**src/rtl/serial_negate_sequencer_if.sv**
```systemverilog
// Handshake bundle for serial_negate_sequencer.
//   in_valid/in_ready/in_op/in_data    : operand and opcode from the producer
//   out_valid/out_ready/out_data/out_ovf : result to the consumer
//   busy                                 : sequencer is shifting or holding a result
// The master modport is the producer/consumer side. The slave modport is the sequencer side.
interface serial_negate_sequencer_if #(
  parameter int unsigned WIDTH = 4
);
  logic             in_valid;
  logic             in_ready;
  logic [1:0]       in_op;
  logic [WIDTH-1:0] in_data;
  logic             out_valid;
  logic             out_ready;
  logic [WIDTH-1:0] out_data;
  logic             out_ovf;
  logic             busy;

  modport master (
    output in_valid,
    output in_op,
    output in_data,
    output out_ready,
    input  in_ready,
    input  out_valid,
    input  out_data,
    input  out_ovf,
    input  busy
  );

  modport slave (
    input  in_valid,
    input  in_op,
    input  in_data,
    input  out_ready,
    output in_ready,
    output out_valid,
    output out_data,
    output out_ovf,
    output busy
  );
endinterface

```
**src/rtl/serial_negate_sequencer.sv**
```systemverilog
// Bit-serial complement unit.
// An operand and an opcode are accepted in IDLE:
//   00 pass, 01 ones-complement, 10 twos-complement, 11 absolute value.
// The operand is loaded into a right-shift register. It is then shifted LSB-first through a
// one-bit adder for WIDTH cycles. The result is held in DONE until the consumer takes it.
// Ports:
//   clk   : rising-edge clock
//   rst_n : asynchronous active-low reset
//   bus   : slave side of serial_negate_sequencer_if. It carries the input handshake, the
//           output handshake, out_ovf and busy.
module serial_negate_sequencer #(
  parameter int unsigned  WIDTH = 4,
  localparam int unsigned CNT_W = $clog2(WIDTH + 1)
) (
  input  logic                         clk,
  input  logic                         rst_n,
  serial_negate_sequencer_if.slave     bus
);

  typedef enum logic [1:0] {StIdle, StShift, StDone} state_e;

  localparam logic [WIDTH-1:0] MinNeg   = {1'b1, {(WIDTH - 1){1'b0}}};
  localparam logic [CNT_W-1:0] LastCount = CNT_W'(WIDTH - 1);

  state_e             state_q, state_d;
  logic [WIDTH-1:0]   shift_q, shift_d;
  logic [CNT_W-1:0]   count_q, count_d;
  logic               carry_q, carry_d;
  logic               inv_q, inv_d;
  logic               ovf_q, ovf_d;

  logic               accept;
  logic               last_shift;
  logic               in_msb;
  logic               bit_x;
  logic               bit_s;

  assign accept     = (state_q == StIdle) && bus.in_valid;
  assign last_shift = (count_q == LastCount);
  assign in_msb     = bus.in_data[WIDTH-1];
  // Serial adder cell. The operand bit is optionally inverted, then the carry is added.
  // Only +0 or +1 is ever added, so the carry can only propagate; it is never generated.
  assign bit_x      = shift_q[0] ^ inv_q;
  assign bit_s      = bit_x ^ carry_q;

  // State register
  always_ff @(posedge clk or negedge rst_n) begin
    if (!rst_n) begin
      state_q <= StIdle;
    end else begin
      state_q <= state_d;
    end
  end

  // Next-state logic
  always_comb begin
    state_d = state_q;
    unique case (state_q)
      StIdle:  if (bus.in_valid)  state_d = StShift;
      StShift: if (last_shift)    state_d = StDone;
      StDone:  if (bus.out_ready) state_d = StIdle;
      default: state_d = StIdle;
    endcase
  end

  // Output logic. The result and the flag are forced to zero outside DONE.
  always_comb begin
    bus.in_ready  = (state_q == StIdle);
    bus.out_valid = (state_q == StDone);
    bus.out_data  = (state_q == StDone) ? shift_q : '0;
    bus.out_ovf   = (state_q == StDone) & ovf_q;
    bus.busy      = (state_q == StShift) || (state_q == StDone);
  end

  // Datapath next-state
  always_comb begin
    shift_d = shift_q;
    count_d = count_q;
    carry_d = carry_q;
    inv_d   = inv_q;
    ovf_d   = ovf_q;
    if (accept) begin
      shift_d = bus.in_data;
      count_d = '0;
      // Abs behaves as twos-complement for negative operands and as pass otherwise.
      inv_d   = (bus.in_op == 2'b01) || (bus.in_op == 2'b10) ||
                ((bus.in_op == 2'b11) && in_msb);
      carry_d = (bus.in_op == 2'b10) || ((bus.in_op == 2'b11) && in_msb);
      // Negating the most-negative value gives that same value back.
      ovf_d   = bus.in_op[1] && (bus.in_data == MinNeg);
    end else if (state_q == StShift) begin
      shift_d = {bit_s, shift_q[WIDTH-1:1]};
      carry_d = bit_x & carry_q;
      count_d = count_q + CNT_W'(1);
    end
  end

  always_ff @(posedge clk or negedge rst_n) begin
    if (!rst_n) begin
      shift_q <= '0;
      count_q <= '0;
      carry_q <= 1'b0;
      inv_q   <= 1'b0;
      ovf_q   <= 1'b0;
    end else begin
      shift_q <= shift_d;
      count_q <= count_d;
      carry_q <= carry_d;
      inv_q   <= inv_d;
      ovf_q   <= ovf_d;
    end
  end

endmodule

```
**src/flat_wrapper.sv**
```systemverilog
// flat-port wrapper written by rule: the top's interface ports become plain ports
module serial_negate_sequencer_flat 
#(
  parameter int unsigned  WIDTH = 4,
  localparam int unsigned CNT_W = $clog2(WIDTH + 1)
)
  (clk, rst_n, bus_in_valid, bus_in_op, bus_in_data, bus_out_ready, bus_in_ready, bus_out_valid, bus_out_data, bus_out_ovf, bus_busy);
  serial_negate_sequencer_if #(.WIDTH(WIDTH)) bus_i ();
  input  logic clk;
  input  logic rst_n;
  input wire logic [$bits(bus_i.in_valid)-1:0] bus_in_valid;
  input wire logic [$bits(bus_i.in_op)-1:0] bus_in_op;
  input wire logic [$bits(bus_i.in_data)-1:0] bus_in_data;
  input wire logic [$bits(bus_i.out_ready)-1:0] bus_out_ready;
  output wire logic [$bits(bus_i.in_ready)-1:0] bus_in_ready;
  output wire logic [$bits(bus_i.out_valid)-1:0] bus_out_valid;
  output wire logic [$bits(bus_i.out_data)-1:0] bus_out_data;
  output wire logic [$bits(bus_i.out_ovf)-1:0] bus_out_ovf;
  output wire logic [$bits(bus_i.busy)-1:0] bus_busy;
  assign bus_i.in_valid = bus_in_valid;
  assign bus_i.in_op = bus_in_op;
  assign bus_i.in_data = bus_in_data;
  assign bus_i.out_ready = bus_out_ready;
  assign bus_in_ready = bus_i.in_ready;
  assign bus_out_valid = bus_i.out_valid;
  assign bus_out_data = bus_i.out_data;
  assign bus_out_ovf = bus_i.out_ovf;
  assign bus_busy = bus_i.busy;
  serial_negate_sequencer #(.WIDTH(WIDTH)) u_core (.clk(clk), .rst_n(rst_n), .bus(bus_i));
endmodule
```
**config.mk**
```make
export PLATFORM = sky130hd
export DESIGN_NAME = serial_negate_sequencer_flat
export DESIGN_NICKNAME = d
export VERILOG_FILES = /design/src/rtl/serial_negate_sequencer_if.sv /design/src/rtl/serial_negate_sequencer.sv /design/src/flat_wrapper.sv
export SDC_FILE = /design/constraint.sdc
export NUM_CORES = 1
export LEC_CHECK = 0
export CAP_MARGIN = 40
export CORE_MARGIN = 1.5
export CORE_UTILIZATION = 46
export CTS_CLUSTER_SIZE = 28
export DETAILED_ROUTE_END_ITERATION = 7
export GPL_ROUTABILITY_DRIVEN = 0
export PLACE_DENSITY = 0.76
export SLEW_MARGIN = 40
export SYNTH_ARGS = -nofsm -noshare
export SYNTH_HDL_FRONTEND = slang
export SYNTH_SLANG_ARGS = --single-unit
```
**constraint.sdc**
```tcl
create_clock -name clk -period 1.9 [get_ports clk]
set_input_delay 0.38 -clock clk [delete_from_list [all_inputs] [get_ports clk]]
set_output_delay 0.38 -clock clk [all_outputs]
set_load 0.02 [all_outputs]
```
==> metrics <==
HPWL after detailed placement=roughly 1.1 mm; wl on met1=~640 um; Internal=~860 uW; global-route wire length before repair=approximately 2.5 mm; vias per cell=5.25; Worst EP arrival=between 1 and 1.5 ns; CTS tree=built; CTS Hold Buffers Added=0; number of clock buffers inserted by TritonCTS=3; LEAKAGE=0.465 nW; post-CTS setup-driven buffer insertion count=0; Clk Latency, worst-skew pair=about 0.28 ns; setup violators final=0; switching fraction of total power=just over 40%; number of storage elements in the synthesis netlist=12; Initial Util=between 40% and 50%; top cells by area, synth=dfrtp_1 42%, ha_1 17%, mux2i_1 8.4%; DRC violation count after routing=0; Worst slew margin=a little over three fifths; Post-Place Setup Slack=between 0.02 and 0.03 ns; wire length reported by the detailed router=1.45 mm; maxcap violations=0; placed cell count=approximately 100; outcome=finished, final reports clean; top fanout value on the critical path=7; via count of the first global-routing pass=around 560; final hold violation count=0; RSZ-0062 raised after global routing=false; Worst Path Class, Setup=flop to output port; count of input and output buffers=17; clock tree root driver cell=clkbuf_4; initial antenna violation count=0; height of the die=approximately 42 um; ANT nets after route=0; count of mapped cells out of synthesis=70; clock-pin slew on the worst setup and hold paths=roughly 0.080 ns; mean instance size in the synthesized netlist=between 10 and 15 sq um; Tmin final=about 1.8 ns; area growth from synthesis to final layout=32.3%; remaining global-route overflow=0; met3 routed WL=~110 um; final total negative setup slack=0 ns; warning count from the yosys run=0; initial detailed-routing violation count=7; logic gate share of total power=between 50% and 60%; total via count in the routed design=about 570; worst clock skew on the final layout=approximately 0.0015 ns; Max IR drop VDD=around 0.94 mV; uppermost routed layer=met4; all-layer global routing usage=between 15 and 20%; final total power=about 1.4 mW; final worst-path cycle share=a little over nine tenths; cell taking the most area after synthesis=dfrtp_1; width of the die=approximately 42 um; Setup WS post-layout=around 0.09 ns; Routed wire per std cell=~13 um; total count of max-transition violations in the final report=0; CTS Sinks=12; CP Capture Type=output port; worst setup slack for register-to-register paths=roughly 0.20 ns; worst min-delay path category=primary input to async pin; largest net degree at the start of global routing=14; highest achievable clock rate=~550 MHz; Post-Layout Cell Count=between 100 and 150; Max Buffers Root-to-Sink=2; share of cells above drive strength 1=approximately an eighth; number of iterations in the first detailed-routing pass=4; met2 routed wirelength=approximately 670 um; part of the power in the clock network=14.9%; cell row count=14; placeable core area=roughly 0.0015 sq mm; power density over cell area=1520 mW/mm^2; total die area=around 0.0018 sq mm; post-synth net total=90; nets@finish=~110; number of diodes=0; number of different library cells in the post-synthesis netlist=20; top-level I/O count=18; critical path launch point type=flop; post-synthesis instance area=about 720 sq um; NetSw=between 500 and 600 uW; number of H-tree levels=1; slew at the pin with the worst max-slew slack=0.553 ns; CP required=1.52 ns; sequential cell area fraction in the yosys report=between 40% and 50%; share of Yosys cell area claimed by the top area cell type=around two fifths; power share of the sequential group=31.7%
[power groups by stage]
| stage | clock (mW) | sequential [mW] | combinational (mW) |
|---|---|---|---|
| final | 0.214 | 0.457 | 0.770 |
| after global routing | 0.222 | 0.469 | 0.864 |
| after CTS | 0.212 | 0.456 | 0.777 |
| after detailed placement | 0 | 0.462 | 0.818 |
| after global placement | 0 | 0.455 | 0.791 |
| after floorplan | 0 | 0.440 | 0.545 |
[layout make-up]
cell class	instances	area [sq um]
clock buffers	4	36.3
fillers	127	542
inverters	8	30.0
multi-input cells	48	377
flip-flops and latches	12	300
well taps	16	20.0
repair buffers	20	184
[placed cells by master (no fill, tap or decap), drive strengths merged, types with 3 or more instances in the layout]
cell | synthesis | routed
clkdlybuf4s50 | 0 | 9
clkbuf | 1 | 5
nand2 | 7 | 7
clkdlybuf4s15 | 0 | 4
and2 | 6 | 6
dfrtp | 12 | 12
mux2i | 6 | 6
nor2 | 4 | 4
ha | 10 | 10
dlygate4sd2 | 0 | 3
inv | 8 | 8
o21ai | 4 | 4
buf | 1 | 3
[path summary, 6_finish.rpt]
| check | cells after the start | to | from |
|---|---|---|---|
| min reg2reg | 2 | u_core.ovf_q$_DFFE_PN0P_ | u_core.ovf_q$_DFFE_PN0P_ |
| max reg2reg | 5 | u_core.state_q[0]$_DFFE_PN0P_ | u_core.state_q[0]$_DFFE_PN0P_ |
| max in group asynchronous | 1 | u_core.inv_q$_DFFE_PN0P_ | rst_n |
| max | 4 | bus_out_data[1] | u_core.state_q[0]$_DFFE_PN0P_ |
| min in group clk | 2 | u_core.ovf_q$_DFFE_PN0P_ | u_core.ovf_q$_DFFE_PN0P_ |
| min | 1 | u_core.state_q[0]$_DFFE_PN0P_ | rst_n |
[per-layer routing]
metal  vias to the layer above  GRT usage [%]
met2                        23           31.1
met3                         5           3.88
li1                        275              -
met4                         0           7.50
met1                       264           25.5
met5                         -              0
[cells by family (layout without fill, tap and decap cells)]
| family | after synthesis | in the layout | synth area share [%] |
|---|---|---|---|
| AOI/OAI and AO/OA | 9 | 9 | 7.69 |
| buffers and inverters | 10 | 32 | 5.77 |
| DFF | 12 | 12 | 42.0 |
| adders and majority gates | 10 | 10 | 17.5 |
| and+or+nand+nor | 19 | 19 | 13.1 |
| xor gates and xnor gates | 2 | 2 | 2.45 |
| muxes | 8 | 8 | 11.5 |
[repair_timing]
| action | CTS | global route |
|---|---|---|
| hold endpoints to repair | 0 | 0 |
| gates resized for setup | 9 | 6 |
| endpoints found under the setup margin | 8 | 5 |
[stage by stage]
stage | cell area, sq um | hold slack, ns | util, %
after floorplan | 716 | 0.0844 | -
after global placement | 917 | 0.454 | 61.6
after detailed placement | 917 | 0.468 | 61.6
after CTS | 946 | 0.474 | 63.5
after global routing | 947 | 0.501 | 63.6
final | 947 | 0.446 | 63.6
[synthesized netlist by cell type, drive strengths merged]
master,instances
a21oi,2
dfrtp,12
clkbuf,1
inv,8
a211oi,1
mux2i,6
a22oi,1
and2,6
buf,1
nor4b,1
nand2,7
mux2,2
nor2,4
xor2,1
nand3,1
xnor2,1
a222oi,1
o21ai,4
ha,10
[state kept, by name, indices dropped and copies added (netlist names)]
| register | cells |
|---|---|
| u_core.shift_q | 4 |
| u_core.ovf_q | 1 |
| u_core.state_q | 2 |
| u_core.carry_q | 1 |
| u_core.inv_q | 1 |
| u_core.count_q | 3 |
[critical path, stage by stage, from the launching register on]
cell             delay [ns]
dfrtp_1                0.38
inv_1                  0.08
ha_2                   0.24
and2_1                 0.15
clkdlybuf4s15_1        0.30
Note: power is estimated with default switching activity, not from simulation.
